<file path="src/rtl/ex_muldiv_unit_pkg.sv">
// Shared types and op-vector bit positions for the EX-stage HI/LO engine.
package ex_muldiv_unit_pkg;

  localparam int unsigned MD_OP_WD = 6;

  // Bit positions inside md_op = {div, divu, mult, multu, mtlo, mthi}
  localparam int unsigned MD_DIV   = 5;
  localparam int unsigned MD_DIVU  = 4;
  localparam int unsigned MD_MULT  = 3;
  localparam int unsigned MD_MULTU = 2;
  localparam int unsigned MD_MTLO  = 1;
  localparam int unsigned MD_MTHI  = 0;

  typedef enum logic [1:0] {
    StIdle,
    StMul,
    StDiv,
    StDone
  } md_state_e;

endpackage

</file>
<file path="src/rtl/ex_muldiv_unit_div_restoring_core.sv">
// One restoring-division step: shift the next dividend bit into the partial
// remainder, subtract the divisor when it fits and shift in the quotient bit.
module ex_muldiv_unit_div_restoring_core #(
  parameter int unsigned XLEN = 32
) (
  input  logic [XLEN-1:0] rem,
  input  logic [XLEN-1:0] quot,
  input  logic [XLEN-1:0] divisor,
  output logic [XLEN-1:0] rem_next,
  output logic [XLEN-1:0] quot_next
);

  logic [XLEN:0] rem_shift;
  logic [XLEN:0] diff;

  // quot holds the unconsumed dividend bits (MSB next) and collects quotient bits at the LSB
  always_comb begin
    rem_shift = {rem, quot[XLEN-1]};
    diff      = rem_shift - {1'b0, divisor};
    if (rem_shift >= {1'b0, divisor}) begin
      rem_next  = diff[XLEN-1:0];
      quot_next = {quot[XLEN-2:0], 1'b1};
    end else begin
      rem_next  = rem_shift[XLEN-1:0];
      quot_next = {quot[XLEN-2:0], 1'b0};
    end
  end

endmodule

</file>
<file path="src/rtl/ex_muldiv_unit.sv">
// Iterative HI/LO multiply/divide engine: stalls the pipeline while running and
// emits a single HI/LO write once the result is ready.
module ex_muldiv_unit
  import ex_muldiv_unit_pkg::*;
#(
  parameter int unsigned XLEN  = 32,
  parameter int unsigned CNT_W = 6
) (
  input  logic                clk,
  input  logic                rst,
  input  logic                op_valid,
  input  logic [MD_OP_WD-1:0] md_op,
  input  logic [XLEN-1:0]     src_a,
  input  logic [XLEN-1:0]     src_b,
  input  logic                cancel,
  output logic                stallreq_for_ex,
  output logic                busy,
  output logic                hi_we,
  output logic                lo_we,
  output logic [XLEN-1:0]     hi_wdata,
  output logic [XLEN-1:0]     lo_wdata
);

  md_state_e             state_q, state_d;
  logic [CNT_W-1:0]      cnt_q, cnt_d;
  logic [2*XLEN-1:0]     acc_q, acc_d;      // product, or {remainder, quotient/dividend}
  logic [2*XLEN-1:0]     mcand_q, mcand_d;  // left-shifting multiplicand
  logic [XLEN-1:0]       opb_q, opb_d;      // right-shifting multiplier, or divisor
  logic [XLEN-1:0]       hi_q, hi_d, lo_q, lo_d;
  logic                  neg_res_q, neg_res_d, neg_rem_q, neg_rem_d;

  logic                  sel_mthi, sel_mtlo, long_sel, is_div_op, is_signed;
  logic                  long_op, last_iter, done_we, mt_ok;
  logic [XLEN-1:0]       a_abs, b_abs, rem_next, quot_next;
  logic [2*XLEN-1:0]     mul_sum, prod_fixed;

  assign long_sel  = |md_op[MD_DIV:MD_MULTU];
  assign sel_mtlo  = !long_sel && md_op[MD_MTLO];
  assign sel_mthi  = !long_sel && !md_op[MD_MTLO] && md_op[MD_MTHI];
  assign is_div_op = md_op[MD_DIV] || md_op[MD_DIVU];
  // Signed only when the winning op is div or mult
  assign is_signed = md_op[MD_DIV] || (!md_op[MD_DIVU] && md_op[MD_MULT]);
  assign long_op   = op_valid && long_sel;
  assign a_abs     = (is_signed && src_a[XLEN-1]) ? (~src_a + 1'b1) : src_a;
  assign b_abs     = (is_signed && src_b[XLEN-1]) ? (~src_b + 1'b1) : src_b;
  assign last_iter = (cnt_q == CNT_W'(XLEN - 1));
  assign mul_sum   = acc_q + (opb_q[0] ? mcand_q : '0);
  assign prod_fixed = neg_res_q ? (~mul_sum + 1'b1) : mul_sum;

  ex_muldiv_unit_div_restoring_core #(
    .XLEN(XLEN)
  ) u_div_core (
    .rem      (acc_q[2*XLEN-1:XLEN]),
    .quot     (acc_q[XLEN-1:0]),
    .divisor  (opb_q),
    .rem_next (rem_next),
    .quot_next(quot_next)
  );

  // State and datapath registers
  always_ff @(posedge clk or posedge rst) begin
    if (rst) begin
      state_q   <= StIdle;
      cnt_q     <= '0;
      acc_q     <= '0;
      mcand_q   <= '0;
      opb_q     <= '0;
      hi_q      <= '0;
      lo_q      <= '0;
      neg_res_q <= 1'b0;
      neg_rem_q <= 1'b0;
    end else begin
      state_q   <= state_d;
      cnt_q     <= cnt_d;
      acc_q     <= acc_d;
      mcand_q   <= mcand_d;
      opb_q     <= opb_d;
      hi_q      <= hi_d;
      lo_q      <= lo_d;
      neg_res_q <= neg_res_d;
      neg_rem_q <= neg_rem_d;
    end
  end

  // Next-state: start, iterate, sign-fix into HI/LO on the final step
  always_comb begin
    state_d   = state_q;
    cnt_d     = cnt_q;
    acc_d     = acc_q;
    mcand_d   = mcand_q;
    opb_d     = opb_q;
    hi_d      = hi_q;
    lo_d      = lo_q;
    neg_res_d = neg_res_q;
    neg_rem_d = neg_rem_q;
    if (cancel) begin
      state_d = StIdle;
      cnt_d   = '0;
    end else begin
      unique case (state_q)
        StIdle: begin
          if (long_op) begin
            neg_res_d = is_signed && (src_a[XLEN-1] ^ src_b[XLEN-1]);
            neg_rem_d = is_signed && src_a[XLEN-1];
            cnt_d     = '0;
            opb_d     = b_abs;
            if (is_div_op) begin
              mcand_d = '0;
              acc_d   = {{XLEN{1'b0}}, a_abs};
              if (src_b == '0) begin
                hi_d    = src_a;
                lo_d    = '1;
                state_d = StDone;
              end else begin
                state_d = StDiv;
              end
            end else begin
              acc_d   = '0;
              mcand_d = {{XLEN{1'b0}}, a_abs};
              state_d = StMul;
            end
          end
        end
        StMul: begin
          acc_d   = mul_sum;
          mcand_d = mcand_q << 1;
          opb_d   = opb_q >> 1;
          cnt_d   = cnt_q + CNT_W'(1);
          if (last_iter) begin
            hi_d    = prod_fixed[2*XLEN-1:XLEN];
            lo_d    = prod_fixed[XLEN-1:0];
            state_d = StDone;
          end
        end
        StDiv: begin
          acc_d = {rem_next, quot_next};
          cnt_d = cnt_q + CNT_W'(1);
          if (last_iter) begin
            lo_d    = neg_res_q ? (~quot_next + 1'b1) : quot_next;
            hi_d    = neg_rem_q ? (~rem_next + 1'b1) : rem_next;
            state_d = StDone;
          end
        end
        StDone: begin
          state_d = StIdle;
        end
        default: state_d = StIdle;
      endcase
    end
  end

  // Outputs: registered result in DONE, same-cycle mthi/mtlo bypass in IDLE
  always_comb begin
    done_we         = !rst && !cancel && (state_q == StDone);
    mt_ok           = !rst && !cancel && (state_q == StIdle) && op_valid;
    stallreq_for_ex = !rst && !cancel &&
                      (((state_q == StIdle) && long_op) ||
                       (state_q == StMul) || (state_q == StDiv));
    busy            = (state_q != StIdle);
    hi_we           = done_we || (mt_ok && sel_mthi);
    lo_we           = done_we || (mt_ok && sel_mtlo);
    hi_wdata        = '0;
    lo_wdata        = '0;
    if (done_we) begin
      hi_wdata = hi_q;
      lo_wdata = lo_q;
    end else if (mt_ok && sel_mthi) begin
      hi_wdata = src_a;
    end else if (mt_ok && sel_mtlo) begin
      lo_wdata = src_a;
    end
  end

endmodule
</file>
<file path="config.mk">
export PLATFORM = sky130hd
export DESIGN_NAME = ex_muldiv_unit
export DESIGN_NICKNAME = d
export VERILOG_FILES = /design/src/rtl/ex_muldiv_unit_pkg.sv /design/src/rtl/ex_muldiv_unit_div_restoring_core.sv /design/src/rtl/ex_muldiv_unit.sv
export SDC_FILE = /design/constraint.sdc
export NUM_CORES = 1
export LEC_CHECK = 0
export BUFFER_PORTS_ARGS = -buffer_cell sky130_fd_sc_hd__buf_2
export CORE_MARGIN = 4
export CORE_UTILIZATION = 40
export DETAILED_ROUTE_END_ITERATION = 10
export GPL_TIMING_DRIVEN = 0
export PLACE_DENSITY = 0.57
export SYNTH_ARGS = -nofsm -noshare
export SYNTH_HDL_FRONTEND = slang
export SYNTH_HIERARCHICAL = 1
export SYNTH_SLANG_ARGS = --single-unit
</file>
<file path="constraint.sdc">
create_clock -name clk -period 11.8 [get_ports clk]
set_input_delay 2.36 -clock clk [delete_from_list [all_inputs] [get_ports clk]]
set_output_delay 2.36 -clock clk [all_outputs]
set_load 0.01 [all_outputs]
</file>
Word-level counts from Yosys, hierarchy flattened
Index checks and enable logic that the tools add are counted.
{ "totals": {"regBits": 234, "inputBits": 74, "elab_cells": 119, "output_inout_bits": 68} }
{ "classes": {"bitwise": 7, "reduce_logical": 41, "n_eq_ne": 11, "add_sub_neg": 8, "mux": 42, "n_lt_le_gt_ge": 1} }
{ "op_table": {"columns": ["cell", "count"], "rows": [
  ["$mux 32", 23],
  ["$mux 64", 4],
  ["$pmux 32 s3", 2],
  ["$pmux 64 s3", 1],
  ["$add 32x1->32 const B", 4],
  ["$not 32->32", 4],
  ["$pmux 64 s2", 1],
  ["$add 64x1->64 const B", 1],
  ["$add 64x64->64", 1],
  ["$not 64->64", 1],
  ["$pmux 32 s2", 1],
  ["$ge 33x32->1", 1],
  ["$logic_not 32->1", 1],
  ["$sub 32x32->32", 1],
  ["$logic_and 1x1->1", 16],
  ["$mux 6", 2],
  ["$pmux 6 s2", 1],
  ["$ne 2x2->1 const B", 5],
  ["$reduce_and 3->1", 3],
  ["$mux 2", 4],
  ["$reduce_and 7->1", 1],
  ["$add 6x1->6 const B", 1],
  ["$eq 6x5->1 const B", 1],
  ["$logic_or 1x1->1", 6],
  ["15 further kinds", 24]
]} }

Longest topological paths before layout
{ "depth": {"depth_word": 8, "mapped_depth": 24, "ltp_nobuf": 21} }

Cells and area by module
Netlist, hierarchy kept.
{ "modules_own_cells": {"columns": ["mod", "n_inst", "area_per_inst_um2", "cells_each", "seq_area_each_um2"], "rows": [
  ["ex_muldiv_unit", 1, 20723.6, 2800, 5855.6],
  ["ex_muldiv_unit_div_restoring_core", 1, 2702.6, 412, 0.0]
]} }

Worst setup path before layout
Ideal clock, no wire load.
{ "synth_path": {"path_kind": "input-to-output", "from": "in md_op[4]", "to": "out lo_wdata[22]", "path_buffers": 1, "cell_stages": 6, "required_time_ns": 9.440, "slack_ns": 5.487, "t_arrival_ns": 3.953, "path_cell_list": "or2_2 or3_1 nor4_1 nand2_1 clkbuf_1 o21ai_0"} }
{ "synth_via": {"elab_chain_cells": 7, "elab_cells_between_ends": 10, "classes_between": "mux (3); reduce/logical (7)"} }
{ "synth_lines": {"columns": ["item", "line", "text"], "rows": [
  ["start, declared", "ex_muldiv_unit.sv:12", "input logic [MD_OP_WD-1:0] md_op,"],
  ["$reduce_or 4->1 *", "ex_muldiv_unit.sv:37", "assign long_sel = |md_op[MD_DIV:MD_MULTU];"],
  ["$logic_not 1->1 *", "ex_muldiv_unit.sv:38, ex_muldiv_unit.sv:39", null],
  ["$logic_and 1x1->1 (on tied branches)", "ex_muldiv_unit.sv:38, ex_muldiv_unit.sv:39", null],
  ["$logic_and 1x1->1 (on tied branches)", "ex_muldiv_unit.sv:169, ex_muldiv_unit.sv:39", null],
  ["$mux 32 / $logic_and 1x1->1 (equally long branches)", "ex_muldiv_unit.sv:169, ex_muldiv_unit.sv:167", null],
  ["$mux 32 *", "ex_muldiv_unit.sv:167", "end else if (mt_ok && sel_mthi) begin"],
  ["$mux 32 *", "ex_muldiv_unit.sv:164", "if (done_we) begin"],
  ["end, declared", "ex_muldiv_unit.sv:21", "output logic [XLEN-1:0] lo_wdata"]
]} }
Every way passes the cells marked *; elsewhere a longest branch is shown, timed or not.

Worst setup path in the final report
{ "layout_path": {"from": "reg opb_q[0]", "to": "reg hi_q[10]"} }
{ "layout_via": {"elab_chain_cells": 7, "elab_cells_between_ends": 14, "classes_between": "add/sub (4); order compare (1); mux (7); bitwise (2)"} }
{ "layout_lines": {"columns": ["item", "line", "text"], "rows": [
  ["start, declared", "ex_muldiv_unit.sv:28", "logic [XLEN-1:0] opb_q, opb_d;"],
  ["start signal, assigned", "ex_muldiv_unit.sv:77", "opb_q <= opb_d;"],
  ["$mux 64 (tied with other cells)", "ex_muldiv_unit.sv:47", "assign mul_sum = acc_q + (opb_q[0] ? mcand_q : '0);"],
  ["$add 64x64->64 / $mux 32 (equally long branches)", "ex_muldiv_unit.sv:47, ex_muldiv_unit_div_restoring_core.sv:20", null],
  ["$not 64->64 / $not 32->32 (equally long branches)", "ex_muldiv_unit.sv:48, ex_muldiv_unit.sv:140", null],
  ["$add 64x1->64 / $add 32x1->32 (equally long branches)", "ex_muldiv_unit.sv:48, ex_muldiv_unit.sv:140", null],
  ["$mux 64 / $mux 32 (equally long branches)", "ex_muldiv_unit.sv:48, ex_muldiv_unit.sv:140", null],
  ["$mux 32 (on tied branches)", "ex_muldiv_unit.sv:129, ex_muldiv_unit.sv:138", null],
  ["$pmux 32 s3 *", "ex_muldiv_unit.sv:100", "unique case (state_q)"],
  ["end signal, assigned", "ex_muldiv_unit.sv:78", "hi_q <= hi_d;"],
  ["end, declared", "ex_muldiv_unit.sv:29", "logic [XLEN-1:0] hi_q, hi_d, lo_q, lo_d;"]
]} }
Every way passes the cells marked *; elsewhere a longest branch is shown, timed or not. The select of a mux whose other input is x is not followed.
A chain may end at the register's enable or synchronous reset.

==> tab_implementation.tex <==
\begin{tabular}{lr}
\hline
Metric & Value \\
\hline
\multicolumn{2}{l}{\textbf{Outcome}} \\
\quad Status & complete, but fails checks \\
\quad Violated checks & capacitance limit, slew limit \\
\multicolumn{2}{l}{\textbf{Synth}} \\
\quad Dominant synthesized flop cell & sky130\_fd\_sc\_hd\_\_dfrtp\_1 \\
\quad Gate count of the mapped netlist & 3212 \\
\quad YS warnings & 6 \\
\quad Part of the Yosys area used for sequential elements & 25.0\% \\
\quad Post-synthesis sequential element count & 234 \\
\quad Top cells by area, synth & sky130\_fd\_sc\_hd\_\_dfrtp\_1 25\%, sky130\_fd\_sc\_hd\_\_nand2\_1 8.6\%, sky130\_fd\_sc\_hd\_\_o21ai\_0 7.4\% \\
\quad Number of flops mapped to enable cells by yosys & 0 \\
\quad Synthesized netlist net count & 3395 \\
\quad Share of flip-flops with an asynchronous set or reset & 100\% \\
\quad Number of distinct library cell variants in the gate-level netlist after synthesis & 102 \\
\quad Syn avg cell area & 7.29 um\^{}2 \\
\quad Fraction of synthesized cell area taken by the top area cell type & 25.0\% \\
\quad Cell accounting for the most synthesized area & sky130\_fd\_sc\_hd\_\_dfrtp\_1 \\
\quad Combined area of all synthesized cells & 0.0234 mm\^{}2 \\
\multicolumn{2}{l}{\textbf{Routing}} \\
\quad DRC violation count after routing & 0 \\
\quad Via density per instance & 6.22 \\
\quad Vias after detailed routing & 25981 \\
\quad Average wire per cell in the routed design & 26.9 um \\
\quad Final wirelength & 112000 um \\
\quad Post-DRT Antenna Nets & 0 \\
\quad Number of detailed-routing iterations run before antenna repair & 9 \\
\quad Iter 0 DRT Violations & 2459 \\
\multicolumn{2}{l}{\textbf{Global route}} \\
\quad Via count of the first global-routing pass & 24988 \\
\quad Total congestion overflow after global routing & 0 \\
\quad Combined global-route utilization of all metal layers & 34.3\% \\
\quad Antenna violations before repair & 6 \\
\quad First-pass GRT wire length & 165000 um \\
\quad Pin count of the biggest net entering global routing & 112 \\
\multicolumn{2}{l}{\textbf{STA}} \\
\quad Max\_slew headroom & -3.51\% \\
\quad Worst clock skew & 0.0264 ns \\
\quad Period minus WS final & 7.59 ns \\
\quad Maximum clock frequency & 132 MHz \\
\quad Final WS setup & 4.21 ns \\
\quad Final setup vio count & 0 \\
\quad Max-slew violations & 7 \\
\quad Worst Tran Pin Value & 1.54 ns \\
\quad Hold Violations, Final & 0 \\
\quad RSZ-0062 raised after global routing & false \\
\quad Final critical-path share of the clock period & 64.3\% \\
\multicolumn{2}{l}{\textbf{Placed design}} \\
\quad Number of I/O port buffers & 139 \\
\quad Estimated wirelength of the detail-placed design & 92200 um \\
\quad Post-placement setup slack & 4.24 ns \\
\quad Global placer's final weighted congestion & 1.01 \\
\quad Placed Instances & 4118 \\
\multicolumn{2}{l}{\textbf{Critical path}} \\
\quad CP max FO & 10 \\
\quad Kind of end point of the critical path & register \\
\quad Type of the setup path with the least slack & register to register \\
\quad Worst EP required & 12.22 ns \\
\quad Worst Path Arrival & 8.01 ns \\
\quad CP startpoint kind & register \\
\multicolumn{2}{l}{\textbf{Power}} \\
\quad Power per Cell Area & 216 mW/mm\^{}2 \\
\quad Reported leakage power & 0.0111 uW \\
\quad Peak ir drop on the vdd network & 125 uV \\
\multicolumn{2}{l}{\textbf{Floorplan}} \\
\quad Number of I/O pins & 142 \\
\quad Num rows & 88 \\
\quad Starting density of the core & 40.5\% \\
\quad Standard cell core area & 0.0578 mm\^{}2 \\
\quad DIE WIDTH & 250 um \\
\quad Die Height & 250 um \\
\quad Floorplan die area & 0.0625 mm\^{}2 \\
\multicolumn{2}{l}{\textbf{Worst hold path}} \\
\quad Hold/Removal Path Class & register to register \\
\multicolumn{2}{l}{\textbf{CTS}} \\
\quad Number of hold-repair buffers added at the cts stage & 0 \\
\quad Post-CTS Repair Setup Buffers & 0 \\
\quad Gates resized, CTS repair & 0 \\
\quad Clk pin slew, worst setup/hold paths & 0.06 ns \\
\quad Maximum root-to-sink buffer count & 3 \\
\quad Clock network latency to the later pin of the worst-skew pair & 0.60 ns \\
\quad H-tree levels & 1 \\
\quad Clock Sinks & 234 \\
\quad Clock tree from TritonCTS & yes \\
\quad Clock tree root buffer cell & sky130\_fd\_sc\_hd\_\_clkbuf\_16 \\
\quad Number of clock buffers inserted by TritonCTS & 31 \\
\multicolumn{2}{l}{\textbf{Final layout}} \\
\quad Proportion of layout cells with a drive suffix above 1 & 9.21\% \\
\quad Cell Count, Final, Fillers Out & 4176 \\
\quad Area grow syn2layout & 12.0\% \\
\quad Layout Nets & 3570 \\
\multicolumn{2}{l}{\textbf{Job}} \\
\quad Maxcap violations & 1 \\
\hline
\end{tabular}
critical path, cell delays in order, from the launching register on:
cell and delay [ns]:
sky130_fd_sc_hd__dfrtp_1 0.48, sky130_fd_sc_hd__clkbuf_1 0.57, sky130_fd_sc_hd__clkbuf_1 0.74, sky130_fd_sc_hd__and2_1 0.25, sky130_fd_sc_hd__ha_1 0.22, sky130_fd_sc_hd__buf_2 0.18, sky130_fd_sc_hd__a21oi_1 0.34, sky130_fd_sc_hd__o211ai_1 0.28
sky130_fd_sc_hd__a22oi_1 0.49, sky130_fd_sc_hd__o211ai_1 0.40, sky130_fd_sc_hd__xor2_1 0.32, sky130_fd_sc_hd__a2111o_1 0.51, sky130_fd_sc_hd__or3_4 0.45, sky130_fd_sc_hd__or4_4 0.58, sky130_fd_sc_hd__o41ai_1 0.33, sky130_fd_sc_hd__xnor2_1 0.11
sky130_fd_sc_hd__a221oi_1 1.05, sky130_fd_sc_hd__nor3_1 0.10
logic make-up (layout without fill, tap and decap cells):
logic type	Yosys count	after routing	synth area share, %
compound gates	1077	1077	29.2
xor+xnor	242	242	9.08
fa+ha+maj	109	109	5.89
buf+inv	326	524	5.93
flops	234	234	25.0
mux	14	14	0.625
other cells	0	1	0
simple gates	1210	1210	24.2
routing by layer:
layer / wire, um / part of all wire, % / global-route usage [%]
met5: 48 / 0.043 / 0
met4: 7880 / 7.0 / 19.2
met3: 6880 / 6.1 / 4.54
met2: 51400 / 46 / 56.4
met1: 46200 / 41 / 43.7
per-stage QoR:
stage               power (uW)  setup TNS, ns  hold WS [ns]  utilization [%]  area [um^2]
global route              5950              0         0.502             45.4        26200
CTS                       5600              0         0.484             45.4        26200
finish                    5660              0         0.481             45.4        26200
global placement          4530         -53.90         0.468             43.4        25100
floorplan                 3350              0         0.446                -        23400
detailed placement        4560              0         0.471             43.5        25200
registers in the layout (all words and copies together), names as in the netlist:
| signal | flops |
|---|---|
| neg_res_q | 1 |
| cnt_q | 6 |
| acc_q | 64 |
| lo_q | 32 |
| opb_q | 32 |
| hi_q | 32 |
| mcand_q | 64 |
| state_q | 2 |
| neg_rem_q | 1 |
power by group:
part	total, uW	internal (uW)	switching [uW]	leakage (uW)
sequential	1300	1070	235	0.00300
combinational	3350	1020	2320	0.00756
clock	1020	607	408	0.000518
Yosys cell counts, types with 9 or more instances:
cell and number:
sky130_fd_sc_hd__xor2_1 74, sky130_fd_sc_hd__or2_2 16, sky130_fd_sc_hd__mux2i_1 9, sky130_fd_sc_hd__nor3_1 58
sky130_fd_sc_hd__clkbuf_1 179, sky130_fd_sc_hd__nand3_1 68, sky130_fd_sc_hd__a221oi_1 44, sky130_fd_sc_hd__a31oi_1 23
sky130_fd_sc_hd__o21a_1 21, sky130_fd_sc_hd__and3_1 24, sky130_fd_sc_hd__o31ai_1 52, sky130_fd_sc_hd__or3_1 40
sky130_fd_sc_hd__ha_1 107, sky130_fd_sc_hd__or4_1 17, sky130_fd_sc_hd__a211oi_1 17, sky130_fd_sc_hd__o22a_1 28
sky130_fd_sc_hd__nand2b_1 13, sky130_fd_sc_hd__o221ai_1 9, sky130_fd_sc_hd__nor2b_1 21, sky130_fd_sc_hd__buf_1 13
sky130_fd_sc_hd__o41ai_1 23, sky130_fd_sc_hd__dfrtp_1 234, sky130_fd_sc_hd__o21bai_1 13, sky130_fd_sc_hd__o211ai_1 11
sky130_fd_sc_hd__nand2_1 534, sky130_fd_sc_hd__nand4_1 45, sky130_fd_sc_hd__o21ai_0 346, sky130_fd_sc_hd__and2_1 81
sky130_fd_sc_hd__inv_1 88, sky130_fd_sc_hd__nor2_1 228, sky130_fd_sc_hd__a21o_1 36, sky130_fd_sc_hd__a21oi_1 263
sky130_fd_sc_hd__nor4_1 26, sky130_fd_sc_hd__xnor2_1 167, sky130_fd_sc_hd__a22oi_1 67, sky130_fd_sc_hd__o21ai_1 30
sky130_fd_sc_hd__buf_4 32
final cells by class:
cell class	instances	area, um^2
inverters	90	345
plain buffers	236	1050
flip-flops and latches	234	5860
repair buffers	142	756
clock buffers	37	828
multi-input cells	2652	16200
diodes	1	2.50
clock inverters	19	241
well taps	765	957
fillers	5998	31600
layout by cell type (no fill, tap or decap), drive strengths merged, types with 7 or more instances in the layout:
| master | instances |
|---|---|
| inv | 89 |
| o21bai | 13 |
| a22oi | 67 |
| or3 | 43 |
| a311oi | 9 |
| nor4 | 30 |
| nor3 | 58 |
| a211oi | 18 |
| dfrtp | 234 |
| ha | 107 |
| buf | 198 |
| xnor2 | 167 |
| o31ai | 57 |
| nand2 | 534 |
| o211a | 7 |
| o21ai | 378 |
| a221oi | 46 |
| nand4 | 47 |
| or4 | 18 |
| and3 | 25 |
| nor2 | 229 |
| a21oi | 265 |
| nand3 | 68 |
| clkbuf | 217 |
| a31oi | 23 |
| o211ai | 12 |
| o22a | 28 |
| o41ai | 26 |
| and2 | 82 |
| a21o | 36 |
| clkinv | 11 |
| mux2i | 9 |
| o21a | 21 |
| or2 | 17 |
| nor2b | 21 |
| o221ai | 10 |
| a211o | 7 |
| nand2b | 13 |
| xor2 | 75 |
worst paths after layout:
| kind | end | slack (ns) | start | depth (start not counted) |
|---|---|---|---|---|
| worst max-delay path | hi_q[10]$_DFFE_PP0P_ | 4.21 | opb_q[0]$_DFFE_PP0P_ | 17 |
| worst min-delay path | lo_q[20]$_DFFE_PP0P_ | 0.48 | lo_q[20]$_DFFE_PP0P_ | 2 |
| worst max register to register | hi_q[10]$_DFFE_PP0P_ | 4.21 | opb_q[0]$_DFFE_PP0P_ | 17 |
| worst min register to register | lo_q[20]$_DFFE_PP0P_ | 0.48 | lo_q[20]$_DFFE_PP0P_ | 2 |
| max in group asynchronous | mcand_q[51]$_DFFE_PP0P_ | 8.67 | rst | 4 |
| min in group asynchronous | lo_q[27]$_DFFE_PP0P_ | 1.76 | rst | 2 |
Note: power is estimated with default switching activity, not from simulation.
